## src/rtl/usb_tx_pkg.sv

```systemverilog
// Shared types and constants for the USB transmit-path CRC-16 sequencing logic.
package usb_tx_pkg;

  localparam int MAX_BYTES_DEF = 64;
  localparam int CNT_W_DEF     = 7;

  // Engine preset value, and what the engine reports while held in preset.
  localparam logic [15:0] CRC16_PRESET = 16'hFFFF;
  localparam logic [15:0] CRC16_EMPTY  = 16'h0000;

  typedef enum logic [2:0] {
    ST_IDLE      = 3'd0,
    ST_SHIFT     = 3'd1,
    ST_EMIT      = 3'd2,
    ST_WAIT_BYTE = 3'd3,
    ST_CRC_LO    = 3'd4,
    ST_CRC_HI    = 3'd5
  } crc_seq_state_t;

endpackage

```

## src/rtl/crc16_bit_shifter.sv

```systemverilog
// Byte latch plus 3-bit bit counter that feeds one byte LSB-first to the
// serial CRC engine while shift_i is held; done_o marks the eighth bit.
module crc16_bit_shifter (
  input  logic       clk,
  input  logic       rst,
  input  logic       clear_i,
  input  logic       load_i,
  input  logic [7:0] byte_i,
  input  logic       shift_i,
  output logic [7:0] byte_o,
  output logic       crc_bit_o,
  output logic       crc_enable_o,
  output logic       done_o
);

  logic [7:0] byte_q;
  logic [2:0] bit_cnt_q;

  // Latch the byte on load; step the bit counter on every shift, wrapping
  // back to 0 after bit 7 so the next byte starts clean.
  always_ff @(posedge clk or posedge rst) begin
    if (rst) begin
      byte_q    <= 8'h00;
      bit_cnt_q <= 3'd0;
    end else begin
      if (load_i) begin
        byte_q <= byte_i;
      end
      if (clear_i) begin
        bit_cnt_q <= 3'd0;
      end else if (shift_i) begin
        bit_cnt_q <= bit_cnt_q + 3'd1;
      end
    end
  end

  assign byte_o       = byte_q;
  assign crc_enable_o = shift_i;
  assign crc_bit_o    = shift_i & byte_q[bit_cnt_q];
  assign done_o       = shift_i & (bit_cnt_q == 3'd7);

endmodule

```

## src/rtl/crc16_tx_sequencer.sv

```systemverilog
// Transmit sequencer: accepts payload bytes, shifts each through the external
// serial CRC-16 engine, forwards the byte, then appends the two CRC bytes.
// Handles zero-length packets, abort and payload overrun.
//
// Handshakes: a transfer happens on a rising edge where valid and ready are
// both 1. A producer holds its data stable while valid=1 and ready=0, and
// ready never depends combinationally on the other side's valid/ready
// (in_ready_o is a function of state, rst, abort_i and zlp_req_i only).
module crc16_tx_sequencer
  import usb_tx_pkg::*;
#(
  parameter int MAX_BYTES = MAX_BYTES_DEF,
  parameter int CNT_W     = CNT_W_DEF
) (
  input  logic           clk,
  input  logic           rst,
  input  logic [7:0]     in_data_i,
  input  logic           in_valid_i,
  input  logic           in_last_i,
  output logic           in_ready_o,
  input  logic           zlp_req_i,
  input  logic           abort_i,
  output logic [7:0]     out_data_o,
  output logic           out_valid_o,
  input  logic           out_ready_i,
  output logic           out_is_crc_o,
  output logic           out_last_o,
  output logic           crc_reset_o,
  output logic           crc_enable_o,
  output logic           crc_bit_o,
  input  logic [15:0]    crc_value_i,
  output logic           busy_o,
  output logic           overrun_err_o,
  output crc_seq_state_t dbg_state_o
);

  localparam logic [CNT_W-1:0] MAX_CNT = CNT_W'(MAX_BYTES);

  crc_seq_state_t   state_q, state_d;
  logic [CNT_W-1:0] byte_cnt_q, byte_cnt_d;
  logic             last_q, last_d;
  logic [15:0]      crc_q, crc_d;
  logic             overrun_q, overrun_d;

  logic             in_fire;
  logic             out_fire;
  logic             overrun_hit;
  logic             sh_shift;
  logic             sh_load;
  logic             sh_done;
  logic [7:0]       sh_byte;

  assign in_fire     = in_valid_i & in_ready_o;
  assign out_fire    = out_valid_o & out_ready_i;
  // A byte arriving after MAX_BYTES have been taken is swallowed, not shifted.
  assign overrun_hit = (state_q == ST_WAIT_BYTE) && in_fire && (byte_cnt_q == MAX_CNT);
  assign sh_shift    = (state_q == ST_SHIFT) && !abort_i;
  assign sh_load     = in_fire && !overrun_hit;

  crc16_bit_shifter u_shifter (
    .clk          (clk),
    .rst          (rst),
    .clear_i      (abort_i),
    .load_i       (sh_load),
    .byte_i       (in_data_i),
    .shift_i      (sh_shift),
    .byte_o       (sh_byte),
    .crc_bit_o    (crc_bit_o),
    .crc_enable_o (crc_enable_o),
    .done_o       (sh_done)
  );

  // State register.
  always_ff @(posedge clk or posedge rst) begin
    if (rst) begin
      state_q <= ST_IDLE;
    end else begin
      state_q <= state_d;
    end
  end

  // Next-state logic; abort overrides every other event.
  always_comb begin
    state_d = state_q;
    if (abort_i) begin
      state_d = ST_IDLE;
    end else begin
      case (state_q)
        ST_IDLE: begin
          if (zlp_req_i)       state_d = ST_CRC_LO;
          else if (in_valid_i) state_d = ST_SHIFT;
        end
        ST_SHIFT: begin
          if (sh_done) state_d = ST_EMIT;
        end
        ST_EMIT: begin
          if (out_ready_i) state_d = last_q ? ST_CRC_LO : ST_WAIT_BYTE;
        end
        ST_WAIT_BYTE: begin
          if (in_valid_i) state_d = overrun_hit ? ST_CRC_LO : ST_SHIFT;
        end
        ST_CRC_LO: begin
          if (out_ready_i) state_d = ST_CRC_HI;
        end
        ST_CRC_HI: begin
          if (out_ready_i) state_d = ST_IDLE;
        end
        default: state_d = ST_IDLE;
      endcase
    end
  end

  // Outputs decoded from the current state; abort blanks the out side and
  // presets the engine in the same cycle.
  always_comb begin
    in_ready_o   = 1'b0;
    out_valid_o  = 1'b0;
    out_data_o   = 8'h00;
    out_is_crc_o = 1'b0;
    out_last_o   = 1'b0;
    crc_reset_o  = 1'b0;
    case (state_q)
      ST_IDLE: begin
        in_ready_o  = !rst && !zlp_req_i;
        crc_reset_o = 1'b1;
      end
      ST_EMIT: begin
        out_valid_o = 1'b1;
        out_data_o  = sh_byte;
      end
      ST_WAIT_BYTE: begin
        in_ready_o = 1'b1;
      end
      ST_CRC_LO: begin
        out_valid_o  = 1'b1;
        out_is_crc_o = 1'b1;
        out_data_o   = crc_q[7:0];
      end
      ST_CRC_HI: begin
        out_valid_o  = 1'b1;
        out_is_crc_o = 1'b1;
        out_last_o   = 1'b1;
        out_data_o   = crc_q[15:8];
      end
      default: ;
    endcase
    if (abort_i) begin
      in_ready_o   = 1'b0;
      out_valid_o  = 1'b0;
      out_data_o   = 8'h00;
      out_is_crc_o = 1'b0;
      out_last_o   = 1'b0;
      crc_reset_o  = 1'b1;
    end
  end

  // Packet bookkeeping: byte count, last flag, captured CRC, overrun flag.
  always_comb begin
    byte_cnt_d = byte_cnt_q;
    last_d     = last_q;
    crc_d      = crc_q;
    overrun_d  = overrun_q;
    if (abort_i) begin
      byte_cnt_d = '0;
      last_d     = 1'b0;
    end else begin
      case (state_q)
        ST_IDLE: begin
          if (zlp_req_i) begin
            // Engine is held in preset here, so this captures the empty CRC.
            crc_d      = crc_value_i;
            overrun_d  = 1'b0;
            byte_cnt_d = '0;
            last_d     = 1'b0;
          end else if (in_fire) begin
            byte_cnt_d = CNT_W'(1);
            last_d     = in_last_i;
            overrun_d  = 1'b0;
          end
        end
        ST_EMIT: begin
          if (out_fire && last_q) crc_d = crc_value_i;
        end
        ST_WAIT_BYTE: begin
          if (in_fire) begin
            if (overrun_hit) begin
              overrun_d = 1'b1;
              last_d    = 1'b1;
              crc_d     = crc_value_i;
            end else begin
              byte_cnt_d = byte_cnt_q + CNT_W'(1);
              last_d     = in_last_i;
            end
          end
        end
        ST_CRC_HI: begin
          if (out_fire) begin
            byte_cnt_d = '0;
            last_d     = 1'b0;
          end
        end
        default: ;
      endcase
    end
  end

  // Bookkeeping registers.
  always_ff @(posedge clk or posedge rst) begin
    if (rst) begin
      byte_cnt_q <= '0;
      last_q     <= 1'b0;
      crc_q      <= CRC16_EMPTY;
      overrun_q  <= 1'b0;
    end else begin
      byte_cnt_q <= byte_cnt_d;
      last_q     <= last_d;
      crc_q      <= crc_d;
      overrun_q  <= overrun_d;
    end
  end

  assign busy_o        = (state_q != ST_IDLE);
  assign overrun_err_o = overrun_q;
  assign dbg_state_o   = state_q;

endmodule

```

## config.mk

```make
export PLATFORM = sky130hd
export DESIGN_NAME = crc16_tx_sequencer
export DESIGN_NICKNAME = d
export VERILOG_FILES = /design/src/rtl/usb_tx_pkg.sv /design/src/rtl/crc16_bit_shifter.sv /design/src/rtl/crc16_tx_sequencer.sv
export SDC_FILE = /design/constraint.sdc
export NUM_CORES = 1
export LEC_CHECK = 0
export ABC_AREA = 1
export CAP_MARGIN = 20
export CELL_PAD_IN_SITES_DETAIL_PLACEMENT = 1
export CELL_PAD_IN_SITES_GLOBAL_PLACEMENT = 2
export CORE_ASPECT_RATIO = 1.2
export CORE_MARGIN = 4
export CORE_UTILIZATION = 29
export DETAILED_ROUTE_END_ITERATION = 16
export PLACE_DENSITY_LB_ADDON = 0.1
export SETUP_SLACK_MARGIN = 0.1
export SLEW_MARGIN = 0
export SYNTH_ARGS = -nofsm -noshare
export SYNTH_HDL_FRONTEND = slang
export SYNTH_SLANG_ARGS = --single-unit
export TNS_END_PERCENT = 50
```

## constraint.sdc

```tcl
create_clock -name clk -period 2.3 [get_ports clk]
set_clock_uncertainty 0.2 [all_clocks]
set_input_delay 0.46 -clock clk [delete_from_list [all_inputs] [get_ports clk]]
set_output_delay 0.46 -clock clk [all_outputs]
set_load 0.1 [all_outputs]
```

==> summary by stage <==
Outcome
The flow ran to the end, but the final reports show violations. The checks that failed: setup timing.

Route
The per-cell via count in the routed design is 4.552. The total detailed-routing wirelength is approximately 7.7 mm. After detailed routing, the number of remaining DRC violations is 0.

The first-pass detailed-route iteration total is 4. In this run, the number of DRC markers left after iteration 0 of detailed routing was 61. The count of antenna-violating nets left after detailed routing is 0. The detailed-route via count is approximately 2300.

Dividing the detail-routed wire length by the instance count gives 14.85 um.

CTS
The longest clock path from root to sink contains 2 buffers. After clock tree synthesis, the clock-pin slew on the worst setup and hold paths is ~0.08 ns. The number of clock sinks seen by CTS is 39. The number of levels in the clock H-tree is 2. The number of CTS-inserted buffers is 5. The root cell of the clock tree is sky130_fd_sc_hd__clkbuf_8.

The TritonCTS clock tree is yes. The clock latency on the worst-skew pair is 0.30 ns.

Placed design
The pre-CTS worst setup slack is -0.02144 ns. The cell total after placement is approximately 500. At the end of routability-driven placement, the weighted congestion stood at about 0.76. The final HPWL from detailed placement is between 5 and 6 mm. Buffers placed on the I/O ports in this run total 50.

Yosys
Summing every instance area after synthesis gives 2437 um^2. The Yosys step of the flow raised 0 warnings. The net count of the mapped netlist is roughly 360.

After Yosys synthesis, full adders, half adders and majority gates account for between 2 and 2.5% of the synthesized area. In the synthesized netlist, the number of instances is 323. Of all flip-flops after synthesis, the portion carrying an async set or reset was between 90% and 100%.

After synthesis, the netlist uses 32 different library cells. The biggest area contributor in the post-synthesis netlist is sky130_fd_sc_hd__dfrtp_1. A synthesized cell averages 7.546 um^2. The simple logic cell fraction of the synthesized area is 31.78%. Of the total synthesized cell area, the portion taken by XOR and XNOR cells is 0%. The area fraction in compound gates after synthesis is 14.99%. By area, the combinational part of the netlist is dominated by simple AND/OR/NAND/NOR gates.

After synthesis, flip-flops and latches occupy 40.04% of the total area. For this run, the leading register cell type out of synthesis is sky130_fd_sc_hd__dfrtp_1. After synthesis the netlist holds a flip-flop and latch count of 39. Summed over its instances, the top area cell type makes up between 40 and 50% of the synthesized netlist area. The number of synthesized flops with an enable pin is 0. In the synthesized netlist, mux cells make up 0% of the area.

Yosys attributes the largest share of cell area to sky130_fd_sc_hd__dfrtp_1 40%, sky130_fd_sc_hd__nand2_1 11%, sky130_fd_sc_hd__inv_1 7.5%.

Cells and area
The final core area utilization is between 40% and 50%. In the layout the commonest cells are 69 x sky130_fd_sc_hd__nand2_1, 47 x sky130_fd_sc_hd__inv_1, 36 x sky130_fd_sc_hd__dfrtp_1. The sequential cells in the finished layout cover a total of about 1000 um^2. From synthesis to final layout, the design area changed by 64.32%.

In the final layout, the multi-input gates occupy 1567 um^2. After the flow finishes, the layout carries non-filler instances totaling around 520. 0 antenna diodes ended up in the layout.

The fraction of final layout cells sized beyond drive strength 1 is between 30% and 40%. The most common cell after layout, fill and taps aside is sky130_fd_sc_hd__nand2_1. The net count of the finished layout is 436. The final-layout fill cell count is just over 900.

STA
The transition time at the pin with the least slew margin is 0.3413 ns. The routed design could run at a clock period as short as 2.401 ns. The final hold violation count is 0. The period utilization is 104.4%. The fmax is about 420 MHz.

The worst slew slack as a fraction of its limit is 77.00%. The final critical-path setup slack is -0.1011 ns. The number of endpoints failing setup at the final stage is 10. Setup repair after global routing could not meet its margin everywhere. The max-slew violation count was 0.

Worst setup path
The first element of the critical path is dbg_state_o[2]$_DFFE_PP0P_. The kind of end point of the critical path is a primary output. The required time of the critical path is 1.64 ns. The endpoint arrival time on the critical path is 1.74 ns. The kind of launch point of the worst setup path is a register. The internal reg-to-reg setup slack is 0.24 ns. The reg-to-reg startpoint is dbg_state_o[0]$_DFFE_PP0P_. Counting cells, the worst reg-to-reg path comes to 9.

Of all nets on the critical path, the largest fanout is 5. The peak per-stage delay on the critical path is approximately 0.55 ns. The endpoint identified for the worst register-to-register timing path is crc_q[14]$_DFFE_PP0P_. The signal on the critical path passes through nand3_4 > clkinvlp_4 > buf_6 > a221oi_4 > nor2_4 > buf_12. The cell with the largest stage delay on the worst path is sky130_fd_sc_hd__dfrtp_4. The worst setup path is of the reg2out kind.

Floorplanning
The area inside the core boundary is 8153 um^2. The floorplan step set the die width to 91.69 um. The number of placement rows is 36.

The floorplan step defined a die boundary enclosing 9941 um^2. Once the floorplan was initialized, standard cells occupied 29.90% of the core. The boundary pin count is between 50 and 60. The die is 108.4 um tall.

Min path
The path category of the worst min-delay check is reg2reg. The number of cells traversed by the worst hold path is 2. The startpoint of the lowest-slack hold path is overrun_err_o$_DFFE_PP0P_. The terminating pin of the worst hold path is overrun_err_o$_DFFE_PP0P_.

GRT
Entering global routing, the biggest net connects 40 pins. The total congestion overflow after global routing is 0. The via count of the first global-routing pass was 2422.

The number of antenna violations at the first check in global routing is 0. For this run, the total global-route usage over all layers was measured as about 17%. The wire length of the first global-routing pass is 12.80 mm.

Power
The areal power density over the cells is 1206 nW/um^2. Per report_power, the combinational group accounts for 63.3% of the total. The leakage power of the design is 0.001738 uW.

In this run, the clock network consumes 11.2% of the power. The cell internal power dissipation is 2408 uW. The worst-case IR drop observed on VDD is about 0.66 mV. The net switching power is ~2400 uW. The switching part of the total is between 50% and 60%.

The design draws slightly below 5000 uW. The share of total power dissipated in sequential elements is 25.5%.

Flow run
Max-cap violations in this run came to 0.
[logic make-up (layout without fill, tap and decap cells)]
logic type	count (synthesis)	after routing
fa+ha+maj	4	4
flops	39	39
compound gates	53	53
simple gates	165	166
buf+inv	62	140
[synthesized netlist by cell type (2+ instances only)]
cell and count:
sky130_fd_sc_hd__nand2_1 73, sky130_fd_sc_hd__inv_1 49, sky130_fd_sc_hd__dfrtp_1 39, sky130_fd_sc_hd__nor2_1 36, sky130_fd_sc_hd__nand3_1 22, sky130_fd_sc_hd__o21ai_2 17, sky130_fd_sc_hd__nand2_2 16, sky130_fd_sc_hd__o21ai_0 9
sky130_fd_sc_hd__o21ai_1 9, sky130_fd_sc_hd__a221oi_1 8, sky130_fd_sc_hd__a21oi_1 7, sky130_fd_sc_hd__ha_1 4, sky130_fd_sc_hd__nand3_2 4, sky130_fd_sc_hd__buf_4 3, sky130_fd_sc_hd__buf_6 3, sky130_fd_sc_hd__nand4_1 3
sky130_fd_sc_hd__nor2_2 3, sky130_fd_sc_hd__buf_2 2, sky130_fd_sc_hd__inv_2 2, sky130_fd_sc_hd__nor4_1 2
[layer usage]
layer,track usage [%],part of all wire [%],vias to the layer above
met5,0,0,-
met4,4.777,1.0,0
met3,3.619,3.8,4
met2,29.66,52,43
met1,20.13,43,1105
li1,-,-,1197
[metrics by stage]
stage / hold slack [ns] / TNS [ns] / cell area [um^2]
after global routing: 0.3407 / -1.448 / 4005
after CTS: 0.2810 / -0.8545 / 3924
after floorplan: 0.2560 / -7.866 / 2624
after detailed placement: 0.2597 / -0.1243 / 3585
after global placement: 0.2590 / -0.008081 / 3585
final: 0.2757 / -0.7183 / 4005
[worst max-delay path, delay by kind of cell, from the launching register on]
family / cells / cell delay, ns
DFF: 1 / 0.55
and+or+nand+nor: 2 / 0.16
buffers and inverters: 3 / 0.42
AOI/OAI and AO/OA: 1 / 0.30
[final cells by class]
type | count | area share (%)
inverter | 53 | 5.436
multi-input combinational | 223 | 39.11
tap | 114 | 3.561
timing repair buffer | 79 | 24.65
clock inverter | 1 | 0.1874
sequential | 39 | 24.65
clock buffer | 7 | 2.405
[how the worst max path moves through the flow]
stage	slack [ns]	cells after the start	end
3_5_place_dp	-0.02	9	byte_cnt_q[3]$_DFFE_PP0P_
3_3_place_gp	-0.006	5	out_data_o[4]
6_report	-0.10	6	out_data_o[2]
5_1_grt	-0.16	7	out_data_o[2]
4_1_cts	-0.1	6	out_data_o[6]
2_1_floorplan	-0.71	6	crc_bit_o
[sequential cells by signal, summed over array words and instances, names as in the netlist]
signal and cells:
crc_q 16, u_shifter.byte_o 8, byte_cnt_q 7, dbg_state_o 3
u_shifter.bit_cnt_q 3, last_q 1, overrun_err_o 1
[repair_timing]
item,4_1_cts,5_1_grt
setup buffers,7,1
setup endpoints to repair,15,15
gates resized for setup,31,13
cloned,1,0
hold buffers,0,0
pin swaps,9,4
[power by group through the flow]
stage / Clock, uW / Sequential [uW] / Combinational [uW]
detailed placement: 0 / 1180 / 2730
global placement: 0 / 1180 / 2700
global route: 588 / 1270 / 3280
CTS: 568 / 1210 / 3020
finish: 541 / 1230 / 3060
floorplan: 0 / 1270 / 1750
(Power assumes the default switching activity.)
